<file path="config.mk">
export PLATFORM = sky130hd
export DESIGN_NAME = reg_pipe_sync
export DESIGN_NICKNAME = d
export VERILOG_FILES = /design/src/rtl/dsp48_pkg.sv /design/src/rtl/reg_stage.sv /design/src/rtl/reg_pipe_sync.sv
export SDC_FILE = /design/constraint.sdc
export NUM_CORES = 1
export LEC_CHECK = 0
export ABC_CLOCK_PERIOD_IN_PS = 900
export CAP_MARGIN = 20
export CORE_MARGIN = 4
export CORE_UTILIZATION = 32
export CTS_BUF_LIST = sky130_fd_sc_hd__clkbuf_4 sky130_fd_sc_hd__clkbuf_8 sky130_fd_sc_hd__clkbuf_16
export DETAILED_ROUTE_END_ITERATION = 10
export GPL_TIMING_DRIVEN = 0
export PLACE_DENSITY = 0.81
export SYNTH_ARGS = -nofsm -noshare
export SYNTH_HDL_FRONTEND = slang
export SYNTH_SLANG_ARGS = --single-unit
</file>
<file path="constraint.sdc">
create_clock -name clk -period 0.9 [get_ports clk]
set_input_delay 0.09 -clock clk [delete_from_list [all_inputs] [get_ports clk]]
set_output_delay 0.09 -clock clk [all_outputs]
set_load 0.01 [all_outputs]
</file>
<file path="src/rtl/dsp48_pkg.sv">
// Shared constants and helpers for the DSP48A1 operand/control pipeline registers.
// Latency: n/a (package only).
// Backpressure: n/a (package only).
package dsp48_pkg;

  // Deepest operand pipeline any DSP48A1 path uses.
  localparam int MAX_PIPE_DEPTH = 8;

  // Default reset value for data stages; sliced down to each instance's WIDTH.
  localparam logic [47:0] DEFAULT_RST_VAL = 48'h0;

  // Width of an occupancy counter that must hold 0..depth; never narrower than 1 bit.
  function automatic int cnt_w(input int depth);
    int w;
    w = $clog2(depth + 1);
    return (w < 1) ? 1 : w;
  endfunction

endpackage

</file>
<file path="src/rtl/reg_stage.sv">
// One pipeline flop stage carrying WIDTH data bits plus a valid bit.
// Latency: 1 enabled clock.
// Backpressure: none; clken stalls the stage, clear drops the valid bit only.
//
// Ports:
//   clk, reset     rising-edge clock, synchronous active-high reset
//   clken          stage captures only when high
//   clear          synchronous valid clear (data path unaffected)
//   in_data/valid  upstream stage contents
//   out_data/valid registered stage contents
module reg_stage
  import dsp48_pkg::*;
#(
  parameter int               WIDTH   = 18,
  parameter logic [WIDTH-1:0] RST_VAL = DEFAULT_RST_VAL[WIDTH-1:0]
) (
  input  logic             clk,
  input  logic             reset,
  input  logic             clken,
  input  logic             clear,
  input  logic [WIDTH-1:0] in_data,
  input  logic             in_valid,
  output logic [WIDTH-1:0] out_data,
  output logic             out_valid
);

  always_ff @(posedge clk) begin
    if (reset) begin
      out_data  <= RST_VAL;
      out_valid <= 1'b0;
    end else begin
      // Data keeps shifting during a clear so the datapath timing is unchanged;
      // only the qualifier is dropped.
      if (clken) begin
        out_data <= in_data;
      end
      if (clear) begin
        out_valid <= 1'b0;
      end else if (clken) begin
        out_valid <= in_valid;
      end
    end
  end

endmodule

</file>
<file path="src/rtl/reg_pipe_sync.sv">
// Parametrised operand pipeline register (0..8 stages) with valid shadow, flush and occupancy.
// Latency: DEPTH enabled clocks (DEPTH=0 is a combinational bypass).
// Backpressure: none; input is always accepted, clken=0 stalls every stage together.
//
// Ports:
//   clk, reset          rising-edge clock, synchronous active-high reset
//   clken               pipeline advances only when high
//   flush               synchronous; clears all valid bits, data untouched
//   in_data, in_valid   operand and qualifier
//   out_data, out_valid operand after DEPTH enabled cycles
//   occupancy           number of stages currently holding valid data
module reg_pipe_sync
  import dsp48_pkg::*;
#(
  parameter int               WIDTH   = 18,
  parameter int               DEPTH   = 1,
  parameter logic [WIDTH-1:0] RST_VAL = DEFAULT_RST_VAL[WIDTH-1:0],
  localparam int              CNT_W   = cnt_w(DEPTH)
) (
  input  logic             clk,
  input  logic             reset,
  input  logic             clken,
  input  logic             flush,
  input  logic [WIDTH-1:0] in_data,
  input  logic             in_valid,
  output logic [WIDTH-1:0] out_data,
  output logic             out_valid,
  output logic [CNT_W-1:0] occupancy
);

  if (DEPTH < 0 || DEPTH > MAX_PIPE_DEPTH || WIDTH < 1) begin : g_bad_cfg
    $fatal(1, "reg_pipe_sync: unsupported configuration (DEPTH must be 0..8, WIDTH >= 1)");
  end

  if (DEPTH == 0) begin : g_bypass
    assign out_data  = in_data;
    assign out_valid = in_valid;
    assign occupancy = '0;

    // Control inputs have no function in bypass mode.
    logic unused_ctrl;
    assign unused_ctrl = ^{clk, reset, clken, flush};
  end else begin : g_pipe
    // Index 0 is the pipeline input; index k is the output of stage k-1.
    logic [WIDTH-1:0] d [0:DEPTH];
    logic             v [0:DEPTH];
    logic [DEPTH-1:0] v_bits;
    logic [CNT_W-1:0] occ;

    assign d[0] = in_data;
    assign v[0] = in_valid;

    for (genvar k = 0; k < DEPTH; k++) begin : g_stage
      reg_stage #(
        .WIDTH   (WIDTH),
        .RST_VAL (RST_VAL)
      ) u_stage (
        .clk       (clk),
        .reset     (reset),
        .clken     (clken),
        .clear     (flush),
        .in_data   (d[k]),
        .in_valid  (v[k]),
        .out_data  (d[k+1]),
        .out_valid (v[k+1])
      );
      assign v_bits[k] = v[k+1];
    end

    // Tracked incrementally rather than as a popcount so the output is a flop.
    // Entry and exit in the same cycle cancel, so a full pipe stays at DEPTH.
    always_ff @(posedge clk) begin
      if (reset || flush) begin
        occ <= '0;
      end else if (clken) begin
        case ({in_valid, v[DEPTH]})
          2'b10:   occ <= occ + CNT_W'(1);
          2'b01:   occ <= occ - CNT_W'(1);
          default: occ <= occ;
        endcase
      end
    end

    assign out_data  = d[DEPTH];
    assign out_valid = v[DEPTH];
    assign occupancy = occ;

    a_occ_popcount: assert property (@(posedge clk) disable iff (reset)
      int'(occ) == $countones(v_bits));
    a_occ_range: assert property (@(posedge clk) disable iff (reset)
      int'(occ) <= DEPTH);
  end

endmodule

</file>
# After elaboration in Yosys (flattened, before gate mapping)
# Cells that the tools add are included.
# totals
register_bits,20
out_inout_bits,20
word_cells,12
# classes
addsub,2
eq_ne,2
n_mux,1
reduce_logical,4
# ops
cell,n
$eq A2 B1 Y1 const B,1
$eq A2 B2 Y1 const B,1
$pmux W1 S2,1
$reduce_and A2 Y1,1
$reduce_bool A2 Y1,1
$reduce_or A2 Y1,1
$add A1 B1 Y1 const B,1
$logic_or A1 B1 Y1,1
$sub A1 B1 Y1 const B,1

# Longest topological paths before layout
# logic_depth
ltp_word,3
mapped_depth,3
depth_no_buf,3

# By module
# Synthesis repeated with hierarchy kept, for this count alone.
# unflattened
cells_unflattened,67
hier_area_um2,745.7
# by_module_without_submodules
mod,instances,cells_per_inst,area_per_inst_um2,seq_area_each_um2
reg_stage,1,61,684.4,380.4
reg_pipe_sync,1,6,61.3,20.0

# Worst setup path before layout
# OpenSTA, ideal clock, no wires.
# synth_timing
path_type,reg-to-reg
start,register g_pipe.g_stage[0].u_stage.out_valid
end,register g_pipe.occ (netlist: occupancy)
arrival_ns,0.983
slack_ns,-0.142
stages_incl_launch_ff,4
path_buffers,0
cell_sequence,dfxtp_1 -> xor2_1 -> a2111oi_2 -> a31o_1
# synth_between
elab_chain_cells,3
elab_cells_between_ends,5
# synth_lines
element,line_no,text
from (decl),reg_stage.sv:24,output logic out_valid
from (signal assigned),reg_stage.sv:40,out_valid <= in_valid;
$eq A2 B1 Y1 or $eq A2 B2 Y1 (tied branches),reg_pipe_sync.sv:76,"case ({in_valid, v[DEPTH]})"
$reduce_bool A2 Y1 (no source line),--,
$reduce_and A2 Y1 (no source line),--,
to (signal assigned),reg_pipe_sync.sv:77,2'b10: occ <= occ + CNT_W'(1);
to (signal assigned),reg_pipe_sync.sv:78,2'b01: occ <= occ - CNT_W'(1);
to (decl),reg_pipe_sync.sv:48,logic [CNT_W-1:0] occ;
# Parallel ways exist; a longest one is shown, timed or not.
# A chain may end at the register's enable or synchronous reset.

# Final worst setup path
# Ends and elaborated chain as after synthesis.

==> flow_metrics.py <==
metrics = {
    "sta": {
        "finalMaxSlewViolations": 0,
        "grt_setup_unrepaired": "yes",
        "min_period_over_period_pct": 111,
        "setup_viol": 2,
        "skew_ns": 0.00716,
        "finalWorstSetupSlack_ns": -0.101,
        "maxSlewHeadroom_pct": 82.3,
        "fmax_mhz": 999,
        "fin_crit_ns": 1.00,
        "hold_violations": 0,
        "totalNegativeSetupSlack_ns": -0.102,
        "tightest_slew_ns": 0.265,
    },
    "synthesis": {
        "synth_cell_type_count": 10,
        "syn_inst": 67,
        "synth_nets": 90,
        "syn_area_um2": 729,
        "yosys_warnings": 0,
        "ys_seq_area_share_pct": 54.9,
        "avgSynthCellArea_um2": 10.9,
        "ys_ff_latch": 20,
    },
    "status": {
        "violations": "negative setup slack",
        "status": "finished with violations",
    },
    "worst_setup_path": {
        "path_delay_family": "compound AO/OA/AOI/OAI gates",
        "cp-start-kind": "flip-flop",
        "crit_path_max_incr_delay_ns": 0.36,
        "end_kind": "flip-flop",
        "crit_slowest_cell": "dfxtp_2",
        "path_max_fanout": 3,
        "crit_type": "reg2reg",
        "worstPathRequired_ns": 1.14,
        "worstPathArrival_ns": 1.24,
        "cp_cell_sequence": "xor2_2 -> a2111oi_2 -> a31o_1",
        "path_buf_inv": 0,
    },
    "global_route": {
        "overflow": 0,
        "grt_pass1_wl_mm": 2.96,
        "grt_max_degree": 13,
        "met1_usage_pct": 14.0,
        "grt_usage_pct": 11.8,
        "busiest_layer": "met2",
        "use_met3_pct": 6.26,
        "first_global_vias": 630,
        "grtUsageMet2_pct": 19.6,
        "antenna_found_initial": 0,
    },
    "place": {
        "io_buffer_count": 42,
        "place_ws_ns": -0.401,
        "gp_congestion": 0.684,
        "hpwl_mm": 1.29,
    },
    "die": {
        "initial_core_util_pct": 33.3,
        "dieArea_um2": 3110,
        "core_area_um2": 2190,
        "fp-row-count": 17,
        "io_pins": 43,
        "fp.dieH_um": 55.7,
        "die_x_um": 55.7,
    },
    "routing": {
        "drt-initial-drc-count": 3,
        "wl_per_cell_um": 12.2,
        "drc": 0,
        "drt-total-wl_mm": 1.75,
        "postRouteAntennaNets": 0,
        "vias": 645,
        "dr.pass1.iters": 3,
        "viasPerCell": 4.48,
    },
    "power_and_ir_drop": {
        "power.density_nw_per_um2": 1650,
        "ir_drop_v": 0.00132,
        "p_leak_nw": 0.586,
    },
    "final_layout": {
        "drive_gt1_share_pct": 45.7,
        "num_antenna_cells": 0,
        "final_nets": 140,
        "syn_to_final_growth_pct": 68.4,
        "fin_util_pct": 56.1,
    },
    "clock_network": {
        "cts.clk_slew.worst_paths_ns": 0.12,
        "numCtsBuffers": 3,
        "clock-sinks": 20,
        "ctsRootBufferMaster": "clkbuf_4",
        "tritoncts": "yes",
        "clock_path_buffers": 2,
        "clkLatencyLatePin_ns": 0.30,
        "cts-htree-levels": 1,
    },
    "run": {
        "cap_violations": 0,
    },
    "worst_hold_path": {
        "hp-class": "in2reg",
    },
}
## synthesized netlist by cell type
cell type  instances  area share (%)
dfxtp_1           20              55
mux2i_1           19              26
nor2_1            18             9.3
buf_2              2             1.4
buf_4              2             2.1
nor3_1             2             1.4
a2111oi_2          1             2.1
a31o_1             1             1.2
inv_1              1            0.51
xor2_1             1             1.2
## final timing paths
kind                            slack [ns]  depth (start not counted)                                  start                                     to
worst max-delay path                 -0.10                          3    g_pipe.g_stage[0].u_stage.out_valid                              occupancy
worst max register to register       -0.10                          3    g_pipe.g_stage[0].u_stage.out_valid                              occupancy
worst min-delay path                  0.39                          3                             in_data[9]  g_pipe.g_stage[0].u_stage.out_data[9]
worst min register to register        0.49                          2  g_pipe.g_stage[0].u_stage.out_data[5]  g_pipe.g_stage[0].u_stage.out_data[5]
## registers in the layout, summed over array words and instances, names as in the netlist
name,flops
g_pipe.g_stage.u_stage.out_data,18
occupancy,1
g_pipe.g_stage.u_stage.out_valid,1
## layout make-up
type	count	area [um^2]
multi-input cells	42	308
plain buffers	4	33.8
clock inverters	1	30.0
well taps	28	35.0
fillers	199	962
repair buffers	45	370
flip-flops and latches	20	425
clock buffers	3	22.5
inverters	1	3.75
## timing repair
| action | CTS | global route |
|---|---|---|
| buffers inserted | 2 | 0 |
| setup endpoints to repair | 40 | 7 |
| resized for setup | 101 | 7 |
| hold endpoints to repair | 0 | 0 |
| hold buffers | 0 | 0 |
| gates cloned | 1 | 0 |
## where the power goes
part           leakage [nW]  total, mW  switching (mW)  internal [mW]
registers             0.172      0.973          0.0271          0.946
logic                 0.386      0.337           0.133          0.203
clock network        0.0279      0.723           0.274          0.450
## metal layers
metal / up-vias / share of wire (%) / wire [um]
met5: - / 0 / 0
met1: 292 / 43 / 754
met3: 0 / 9.5 / 167
met4: 0 / 0 / 0
li1: 322 / - / -
met2: 31 / 47 / 831
## logic make-up (layout without fill, tap and decap cells)
kind of cell,Yosys count,after routing,synth area share [%]
AO/OA/AOI/OAI,2,2,3.26
XOR/XNOR,1,1,1.20
buffers and inverters,5,54,3.94
flip-flops,20,20,54.9
multiplexers,19,19,26.1
AND/OR/NAND/NOR,20,20,10.6
## cells in the final DEF (no fill, tap or decap)
cell,instances
mux2i_1,19
clkdlybuf4s50_1,21
clkbuf_4,3
a31o_1,1
a2111oi_2,1
nor3_1,2
dfxtp_2,20
buf_4,5
bufinv_16,1
buf_6,6
inv_1,1
xor2_2,1
nor2_1,18
buf_2,16
dlygate4sd2_1,1
## worst register-to-register path: stages (launching register included)
cell	delay [ns]
dfxtp_2	0.36
xor2_2	0.15
a2111oi_2	0.30
a31o_1	0.14
## metrics by stage
step | hold slack (ns) | instances | cell area, um^2 | total power, mW
6_report | 0.390 | 144 | 1230 | 2.03
5_1_grt | 0.386 | 144 | 1230 | 2.13
4_1_cts | 0.378 | 144 | 1200 | 2.04
3_5_place_dp | 0.484 | 137 | 1190 | 1.34
3_3_place_gp | 0.471 | 137 | 1190 | 1.33
2_1_floorplan | 0.159 | 67 | 738 | 1.12
Power figures use the tool's default switching activity.
